===== src/rtl/mul_sched_pkg.sv =====
// mul_sched_pkg: shared op encodings, multiply latency, register width and drain FSM states
package mul_sched_pkg;
  localparam int MUL_LAT = 8;
  localparam int REG_W = 5;
  typedef enum logic [1:0] {
    MUL    = 2'b00,
    MULH   = 2'b01,
    MULHSU = 2'b10,
    MULHU  = 2'b11
  } mul_op_e;
  localparam logic [1:0] RUN   = 2'd0;
  localparam logic [1:0] DRAIN = 2'd1;
  localparam logic [1:0] ACK   = 2'd2;
endpackage


===== src/rtl/mul_sched_if.sv =====
// mul_sched_if: issue, hazard, writeback and drain signals between decode/issue (master) and the multiply scheduler (slave)
interface mul_sched_if import mul_sched_pkg::*; #(parameter int RW = REG_W);
  logic          issue_valid;
  logic [RW-1:0] issue_rd;
  logic [1:0]    issue_op;
  logic          issue_ready;
  logic [1:0]    mul_op;
  logic [RW-1:0] rs1;
  logic [RW-1:0] rs2;
  logic          hazard;
  logic          fwd1;
  logic          fwd2;
  logic          wb_valid;
  logic [RW-1:0] wb_rd;
  logic          flush;
  logic          drain_req;
  logic          drain_ack;
  logic          busy;
  modport master (
    output issue_valid, issue_rd, issue_op, rs1, rs2, flush, drain_req,
    input  issue_ready, mul_op, hazard, fwd1, fwd2, wb_valid, wb_rd, drain_ack, busy
  );
  modport slave (
    input  issue_valid, issue_rd, issue_op, rs1, rs2, flush, drain_req,
    output issue_ready, mul_op, hazard, fwd1, fwd2, wb_valid, wb_rd, drain_ack, busy
  );
endinterface


===== src/rtl/mul_slot_pipe.sv =====
// mul_slot_pipe: LAT-deep {v, rd, op} shift register with sync clear; stage k holds the op issued k+1 cycles ago (ports: clk, rst, clr, ld_v/ld_rd/ld_op in, all stages out)
module mul_slot_pipe import mul_sched_pkg::*; #(
  parameter int LAT = MUL_LAT,
  parameter int RW  = REG_W
) (
  input  logic                   clk,
  input  logic                   rst,
  input  logic                   clr,
  input  logic                   ld_v,
  input  logic [RW-1:0]          ld_rd,
  input  logic [1:0]             ld_op,
  output logic [LAT-1:0]         v,
  output logic [LAT-1:0][RW-1:0] rd,
  output logic [LAT-1:0][1:0]    op
);
  always_ff @(posedge clk) begin
    if (rst || clr) begin
      v  <= '0;
      rd <= '0;
      op <= '0;
    end else begin
      v  <= {v[LAT-2:0], ld_v};
      rd <= {rd[LAT-2:0], ld_rd};
      op <= {op[LAT-2:0], ld_op};
    end
  end
endmodule


===== src/rtl/mul_sched.sv =====
// mul_sched: multiply issue/completion scheduler (ports: clk, rst, bus = issue/hazard/writeback/drain slave modport)
module mul_sched import mul_sched_pkg::*; #(
  parameter int LAT = MUL_LAT,
  parameter int RW  = REG_W
) (
  input logic        clk,
  input logic        rst,
  mul_sched_if.slave bus
);
  logic [1:0]             state;
  logic                   accept;
  logic [LAT-1:0]         v;
  logic [LAT-1:0][RW-1:0] rd;
  logic [LAT-1:0][1:0]    op;
  logic [LAT-1:0]         m1;
  logic [LAT-1:0]         m2;
  logic                   h1;
  logic                   h2;
  assign bus.issue_ready = !rst && !bus.flush && state == RUN;
  assign accept = bus.issue_valid && bus.issue_ready;
  assign bus.mul_op = accept ? bus.issue_op : MUL;
  mul_slot_pipe #(.LAT(LAT), .RW(RW)) u_pipe (
    .clk   (clk),
    .rst   (rst),
    .clr   (bus.flush),
    .ld_v  (accept),
    .ld_rd (accept ? bus.issue_rd : '0),
    .ld_op (bus.mul_op),
    .v     (v),
    .rd    (rd),
    .op    (op)
  );
  // rs==0 never matches, so rd==0 slots are invisible to hazard/forwarding
  for (genvar i = 0; i < LAT; i++) begin : g_match
    assign m1[i] = v[i] && bus.rs1 != '0 && rd[i] == bus.rs1;
    assign m2[i] = v[i] && bus.rs2 != '0 && rd[i] == bus.rs2;
  end
  // any younger match hides the completing one, so forwarding needs no younger hit
  assign h1 = |m1[LAT-2:0];
  assign h2 = |m2[LAT-2:0];
  assign bus.hazard = h1 || h2;
  assign bus.fwd1 = m1[LAT-1] && !h1;
  assign bus.fwd2 = m2[LAT-1] && !h2;
  assign bus.busy = |v;
  assign bus.wb_valid = v[LAT-1] && rd[LAT-1] != '0;
  assign bus.wb_rd = bus.wb_valid ? rd[LAT-1] : '0;
  // ack as soon as the pipe is observed empty while issue is blocked
  assign bus.drain_ack = state == ACK || (state == DRAIN && !bus.busy);
  always_ff @(posedge clk) begin
    if (rst) state <= RUN;
    else state <= state == RUN   ? (bus.drain_req ? DRAIN : RUN) :
                  state == DRAIN ? (bus.busy ? DRAIN : ACK) :
                                   (bus.drain_req ? ACK : RUN);
  end
endmodule


===== src/flat_wrapper.sv =====
// flat-port wrapper written by rule: the top's interface ports become plain ports
module mul_sched_flat import mul_sched_pkg::*;
#(
  parameter int LAT = MUL_LAT,
  parameter int RW  = REG_W
)
  (clk, rst, bus_issue_valid, bus_issue_rd, bus_issue_op, bus_rs1, bus_rs2, bus_flush, bus_drain_req, bus_issue_ready, bus_mul_op, bus_hazard, bus_fwd1, bus_fwd2, bus_wb_valid, bus_wb_rd, bus_drain_ack, bus_busy);
  mul_sched_if #(.RW(RW)) bus_i ();
  input logic clk;
  input logic rst;
  input wire logic [$bits(bus_i.issue_valid)-1:0] bus_issue_valid;
  input wire logic [$bits(bus_i.issue_rd)-1:0] bus_issue_rd;
  input wire logic [$bits(bus_i.issue_op)-1:0] bus_issue_op;
  input wire logic [$bits(bus_i.rs1)-1:0] bus_rs1;
  input wire logic [$bits(bus_i.rs2)-1:0] bus_rs2;
  input wire logic [$bits(bus_i.flush)-1:0] bus_flush;
  input wire logic [$bits(bus_i.drain_req)-1:0] bus_drain_req;
  output wire logic [$bits(bus_i.issue_ready)-1:0] bus_issue_ready;
  output wire logic [$bits(bus_i.mul_op)-1:0] bus_mul_op;
  output wire logic [$bits(bus_i.hazard)-1:0] bus_hazard;
  output wire logic [$bits(bus_i.fwd1)-1:0] bus_fwd1;
  output wire logic [$bits(bus_i.fwd2)-1:0] bus_fwd2;
  output wire logic [$bits(bus_i.wb_valid)-1:0] bus_wb_valid;
  output wire logic [$bits(bus_i.wb_rd)-1:0] bus_wb_rd;
  output wire logic [$bits(bus_i.drain_ack)-1:0] bus_drain_ack;
  output wire logic [$bits(bus_i.busy)-1:0] bus_busy;
  assign bus_i.issue_valid = bus_issue_valid;
  assign bus_i.issue_rd = bus_issue_rd;
  assign bus_i.issue_op = bus_issue_op;
  assign bus_i.rs1 = bus_rs1;
  assign bus_i.rs2 = bus_rs2;
  assign bus_i.flush = bus_flush;
  assign bus_i.drain_req = bus_drain_req;
  assign bus_issue_ready = bus_i.issue_ready;
  assign bus_mul_op = bus_i.mul_op;
  assign bus_hazard = bus_i.hazard;
  assign bus_fwd1 = bus_i.fwd1;
  assign bus_fwd2 = bus_i.fwd2;
  assign bus_wb_valid = bus_i.wb_valid;
  assign bus_wb_rd = bus_i.wb_rd;
  assign bus_drain_ack = bus_i.drain_ack;
  assign bus_busy = bus_i.busy;
  mul_sched #(.LAT(LAT), .RW(RW)) u_core (.clk(clk), .rst(rst), .bus(bus_i));
endmodule

===== config.mk =====
export PLATFORM = sky130hd
export DESIGN_NAME = mul_sched_flat
export DESIGN_NICKNAME = d
export VERILOG_FILES = /design/src/rtl/mul_sched_pkg.sv /design/src/rtl/mul_sched_if.sv /design/src/rtl/mul_slot_pipe.sv /design/src/rtl/mul_sched.sv /design/src/flat_wrapper.sv
export SDC_FILE = /design/constraint.sdc
export NUM_CORES = 1
export LEC_CHECK = 0
export CAP_MARGIN = 30
export CORE_MARGIN = 1
export CORE_UTILIZATION = 59
export CTS_BUF_LIST = sky130_fd_sc_hd__clkbuf_8
export DETAILED_ROUTE_END_ITERATION = 10
export HOLD_SLACK_MARGIN = 0.06
export PLACE_DENSITY = 0.82
export SETUP_SLACK_MARGIN = 0.05
export SLEW_MARGIN = 20
export SYNTH_ARGS = -nofsm -noshare
export SYNTH_HDL_FRONTEND = slang
export SYNTH_HIERARCHICAL = 1
export SYNTH_SLANG_ARGS = --single-unit

===== constraint.sdc =====
create_clock -name clk -period 2.3 [get_ports clk]
set_clock_uncertainty 0.05 [all_clocks]
set_input_delay 0.46 -clock clk [delete_from_list [all_inputs] [get_ports clk]]
set_output_delay 0.46 -clock clk [all_outputs]
set_load 0.01 [all_outputs]

==> flow_summary.toml, run 1 <==
[run_status]
status = "finished, violations left"
violations = "setup timing"

[place]
place_congestion = 0.9382
pre_cts_slack_ns = -0.9116
hpwlAfterDp_um = 4839
dpl-instance-area_mm2 = 0.003425
portBuffers = 35

[final_layout]
area_growth_pct = 23.90
multi_input_area_mm2 = 0.001836
fillerInstances = 330
diodes = 0
fin_area_mm2 = 0.003717
num-nets-final = 351
drive_gt1_frac = 0.4242
register_area_mm2 = 0.001027

[drt]
antenna_left = 0
num_vias = 2177
drc = 0
drtIter0Drc = 175
wl_per_cell_um = 17.74
firstDrtPassIters = 4
viasPerCell = 5.484
drt_wl_total_um = 7043

[floorplan]
dieArea_mm2 = 0.005374
die_h_um = 73.31
ios = 36
start_util = 0.6229
rows = 25
die_w_um = 73.31
core_area_mm2 = 0.004817

[timing]
final_max_slew_viol_count = 0
period_share = 1.028
finalCriticalPeriod_ns = 2.365
max_freq_ghz = 0.4228
slew_headroom = 0.4766
finalHoldViolations = 0
finalSetupTns_ns = -0.06491
hold-worst-slack_ns = 0.4809
rsz0062_at_grt = "true"
setup_viol = 1
max_slew.worst_pin.slew_ns = 0.7851
worst_slack_ns = -0.06491

[power]
ir_drop_uv = 336.0
p_leak_nw = 1.575
finalPower_mw = 1.668
powerDensity_mw_per_mm2 = 448.6

[critical_path]
cp.arrival_ns = 1.85
worstSetupStartpointType = "input port"
crit_chain = "buf_6 -> buf_12 -> xor2_2 -> nor4_1 -> and3_1 -> a31oi_1 -> nand4_1 -> a22o_1 -> buf_2"
worst-path-buf-inv = 3
critical_path_class = "input port to output pin"
max_stage_delay_ns = 0.30
cp_slowest_cell = "nor4_1"
crit_family = "simple AND/OR/NAND/NOR gates"
path_max_fanout = 6
endpoint_kind = "output pin"
crit_required_ns = 1.79

[run]
drv_cap = 0

[yosys]
yosys_warnings = 6
syn_inst = 271
synth_fp_nets = 293
syn_avg_cell_area_um2 = 11.07
syn_area_mm2 = 0.003000

[cts]
h-tree-depth = 2
cts.sinks = 50
insertion_delay_ns = 0.30
tritoncts = "done"
numCtsBuffers = 5
clkTransAtPathRegs_ns = 0.08
clock-root-buffer = "clkbuf_8"
clockBufferDepth = 2

[grt]
grt_max_degree = 51
antenna_found_initial = 0
grt_use_total = 0.2776
grt_overflow = 0
first_global_vias = 2135
grt_first_pass_wirelength_um = 11050

[hold_path]
worstHoldPathType = "register to register"
## sequential cells by signal, summed over array words and instances (netlist names)
register,cells
u_core/u_pipe/rd,40
u_core/state,2
u_core/u_pipe/v,8
## cell usage in the layout, fill, tap and decap left out
cell	n
nor3_1	2
dfxtp_1	35
nor3b_2	47
or4_1	1
buf_6	11
buf_4	28
nor3b_1	1
xor2_2	8
nand2_1	3
nor4_4	2
dfxtp_4	3
mux2i_1	1
inv_1	1
nand4_1	4
a21oi_1	1
and2_1	6
buf_12	3
dfxtp_2	12
o211a_1	1
and3_1	13
nor4_1	13
clkdlybuf4s50_1	17
nand3_2	1
xor2_1	56
buf_2	11
xnor2_1	15
a22o_1	1
nor4_2	4
clkinv_2	1
o21a_1	1
xnor2_2	1
nand3_1	2
clkbuf_8	6
dlymetal6s2s_1	1
nor2_1	7
a31oi_1	6
dlygate4sd2_1	2
buf_8	2
## routing by layer
metal | global-route usage | wire [um]
met1 | 0.3670 | 3133
met2 | 0.4691 | 3432
met3 | 0.04527 | 324
met4 | 0.07906 | 153
met5 | 0 | 0
## worst paths after layout
check / from / end / slack, ns / cells past startpoint
max reg2reg: u_core/u_pipe/v[1] / u_core/state[1] / 1.00 / 5
min reg2reg: u_core/u_pipe/rd[22] / u_core/u_pipe/rd[27] / 0.48 / 1
min: u_core/u_pipe/rd[22] / u_core/u_pipe/rd[27] / 0.48 / 1
max: bus_rs2[1] / bus_hazard / -0.06 / 9
## metrics by stage
stage                 util  instances
CTS                 0.7525        395
global placement    0.7109        380
floorplan                -        271
global route        0.7717        397
finish              0.7717        397
detailed placement  0.7109        380
## repair_timing
action	in CTS	in global routing
resized for setup	79	27
buffers inserted	7	2
setup endpoints to repair	6	5
hold buffers	0	0
endpoints found under the hold margin	0	0
pin swaps	20	11
## report_power, final
group	total [mW]	internal [mW]	switching [mW]
Combinational	0.274	0.132	0.142
Clock	0.520	0.239	0.281
Sequential	0.874	0.866	0.00820
Total	1.67	1.24	0.431
## final cells by class
cell class | count | area share
timing repair buffer | 75 | 0.1828
tap | 67 | 0.02255
multi-input combinational | 197 | 0.4938
clock buffer | 6 | 0.02221
clock inverter | 2 | 0.002356
sequential | 50 | 0.2763
(Power assumes the default switching activity.)
==> run 2, diff against run 1 <==
--- a/config.mk
+++ b/config.mk
@@ -5,10 +5,11 @@
 export SDC_FILE = /design/constraint.sdc
 export NUM_CORES = 1
 export LEC_CHECK = 0
+export ABC_CLOCK_PERIOD_IN_PS = 2300
 export CAP_MARGIN = 30
 export CORE_MARGIN = 1
 export CORE_UTILIZATION = 59
-export CTS_BUF_LIST = sky130_fd_sc_hd__clkbuf_8
+export CTS_BUF_LIST = sky130_fd_sc_hd__clkbuf_4 sky130_fd_sc_hd__clkbuf_8
 export DETAILED_ROUTE_END_ITERATION = 10
 export HOLD_SLACK_MARGIN = 0.06
 export PLACE_DENSITY = 0.82
==> run 2 against run 1 <==
Compared with the run above: the flow still finishes with violations (setup timing); critical path depth unchanged; clock power up 3%; via count is 0.73% higher; utilization grew 0.078 points; die area unchanged; global-route usage unchanged; total power up 0.92%.
==> flow_summary.toml, run 2 (synthesis gave the netlist of run 1 again) <==
[grt]
first_global_vias = 2131
grt_first_pass_wirelength_um = 11050
grt_overflow = 0
grt_use_total = 0.2776
grt_max_degree = 51
antenna_found_initial = 0

[drt]
antenna_left = 0
firstDrtPassIters = 4
wl_per_cell_um = 17.86
viasPerCell = 5.524
drc = 0
drt_wl_total_um = 7092
drtIter0Drc = 158
num_vias = 2193

[power]
powerDensity_mw_per_mm2 = 452.3
p_int_mw = 1.252
power.switching_mw = 0.4304
switching_share = 0.2558
finalPower_mw = 1.683
seq_power_share = 0.519
p_leak_nw = 1.575
p_comb_frac = 0.163
share_clk_of_total_power = 0.318
ir_drop_uv = 345.9

[timing]
finalCriticalPeriod_ns = 2.384
finalSetupTns_ns = -0.08393
final_max_slew_viol_count = 0
period_share = 1.036
rsz0062_at_grt = "true"
finalHoldViolations = 0
max_slew.worst_pin.slew_ns = 0.7789
setup_viol = 1
slew_headroom = 0.4808
worst_slack_ns = -0.08393
hold-worst-slack_ns = 0.4798
max_freq_ghz = 0.4195

[floorplan]
start_util = 0.6229
core_area_mm2 = 0.004817
rows = 25
die_w_um = 73.31
die_h_um = 73.31
dieArea_mm2 = 0.005374
ios = 36

[cts]
hold_buffers = 0
numCtsBuffers = 5
tritoncts = "done"
h-tree-depth = 2
cts.sinks = 50
insertion_delay_ns = 0.30
clockBufferDepth = 2
clkTransAtPathRegs_ns = 0.08
clock-root-buffer = "clkbuf_8"

[critical_path]
crit_required_ns = 1.79
worstSetupStartpointType = "input port"
path_max_fanout = 6
crit_family = "simple AND/OR/NAND/NOR gates"
cp_slowest_cell = "nor4_1"
crit_chain = "buf_6 -> buf_12 -> xor2_2 -> nor4_1 -> and3_1 -> a31oi_1 -> nand4_1 -> a22o_1 -> buf_2"
endpoint_kind = "output pin"
critical_path_class = "input port to output pin"
max_stage_delay_ns = 0.32
reg2reg_slack_ns = 1.00
worst-path-buf-inv = 3
cp.arrival_ns = 1.87

[final_layout]
num-nets-final = 351
final_common_cell = "xor2_1"
drive_gt1_frac = 0.4273
area_growth_pct = 24.02
reg.largest.list = "u_core/u_pipe/rd (40), u_core/u_pipe/v (8), u_core/state (2)"
layout_common_cells = "xor2_1, nor3b_2, dfxtp_1"
largest_reg_flops = 40
diodes = 0
max_flop_register = "u_core/u_pipe/rd"
fillerInstances = 328

[hold_path]
worstHoldPathType = "register to register"

[place]
place_congestion = 0.9382
portBuffers = 35
pre_cts_slack_ns = -0.9116
hpwlAfterDp_um = 4839

[run_status]
status = "finished, violations left"
violations = "setup timing"

[run]
drv_cap = 0
run 2: changes by cell type in the layout (fill, tap and decap cells not counted), sizes merged:
cell    change
inv         -1
clkbuf      +1
run 2: through the flow:
step	cells	util	instance area [um^2]
5_1_grt	397	0.7725	3721
4_1_cts	395	0.7532	3628
2_1_floorplan	271	-	3000
3_3_place_gp	380	0.7109	3425
6_report	397	0.7725	3721
3_5_place_dp	380	0.7109	3425
run 2: routing by layer:
| layer | vias to the layer above | track usage | share of wire |
|---|---|---|---|
| met4 | 0 | 0.07906 | 0.025 |
| met2 | 80 | 0.4691 | 0.49 |
| met3 | 20 | 0.04527 | 0.049 |
| li1 | 1038 | - | - |
| met5 | - | 0 | 0 |
| met1 | 1055 | 0.3670 | 0.44 |
run 2: timing repair:
item                                    4_1_cts  5_1_grt
buffers inserted                              7        2
pin swaps                                    20       11
resized for setup                            79       27
endpoints found under the setup margin        6        5
run 2: final timing paths:
| kind | startpoint | to | depth (start not counted) |
|---|---|---|---|
| hold reg to reg | u_core/u_pipe/rd[22] | u_core/u_pipe/rd[27] | 1 |
| setup reg to reg | u_core/u_pipe/v[1] | u_core/state[1] | 5 |
| setup / recovery | bus_rs2[1] | bus_hazard | 9 |
| hold / removal | u_core/u_pipe/rd[22] | u_core/u_pipe/rd[27] | 1 |
run 2: area by class of cell:
type / instances / area [um^2] / area share
well taps: 67 / 83.83 / 0.02253
clock inverters: 1 / 5.005 / 0.001345
repair buffers: 75 / 679.4 / 0.1826
multi-input cells: 197 / 1836 / 0.4933
flip-flops and latches: 50 / 1027 / 0.2761
clock buffers: 7 / 90.09 / 0.02421
run 2: power groups by stage:
stage          clock, mW  sequential (mW)  combinational [mW]
6_report           0.534            0.874               0.274
5_1_grt            0.578            0.875               0.292
4_1_cts            0.535            0.877               0.263
3_5_place_dp           0            0.896               0.246
3_3_place_gp           0            0.896               0.240
2_1_floorplan          0            0.895               0.177
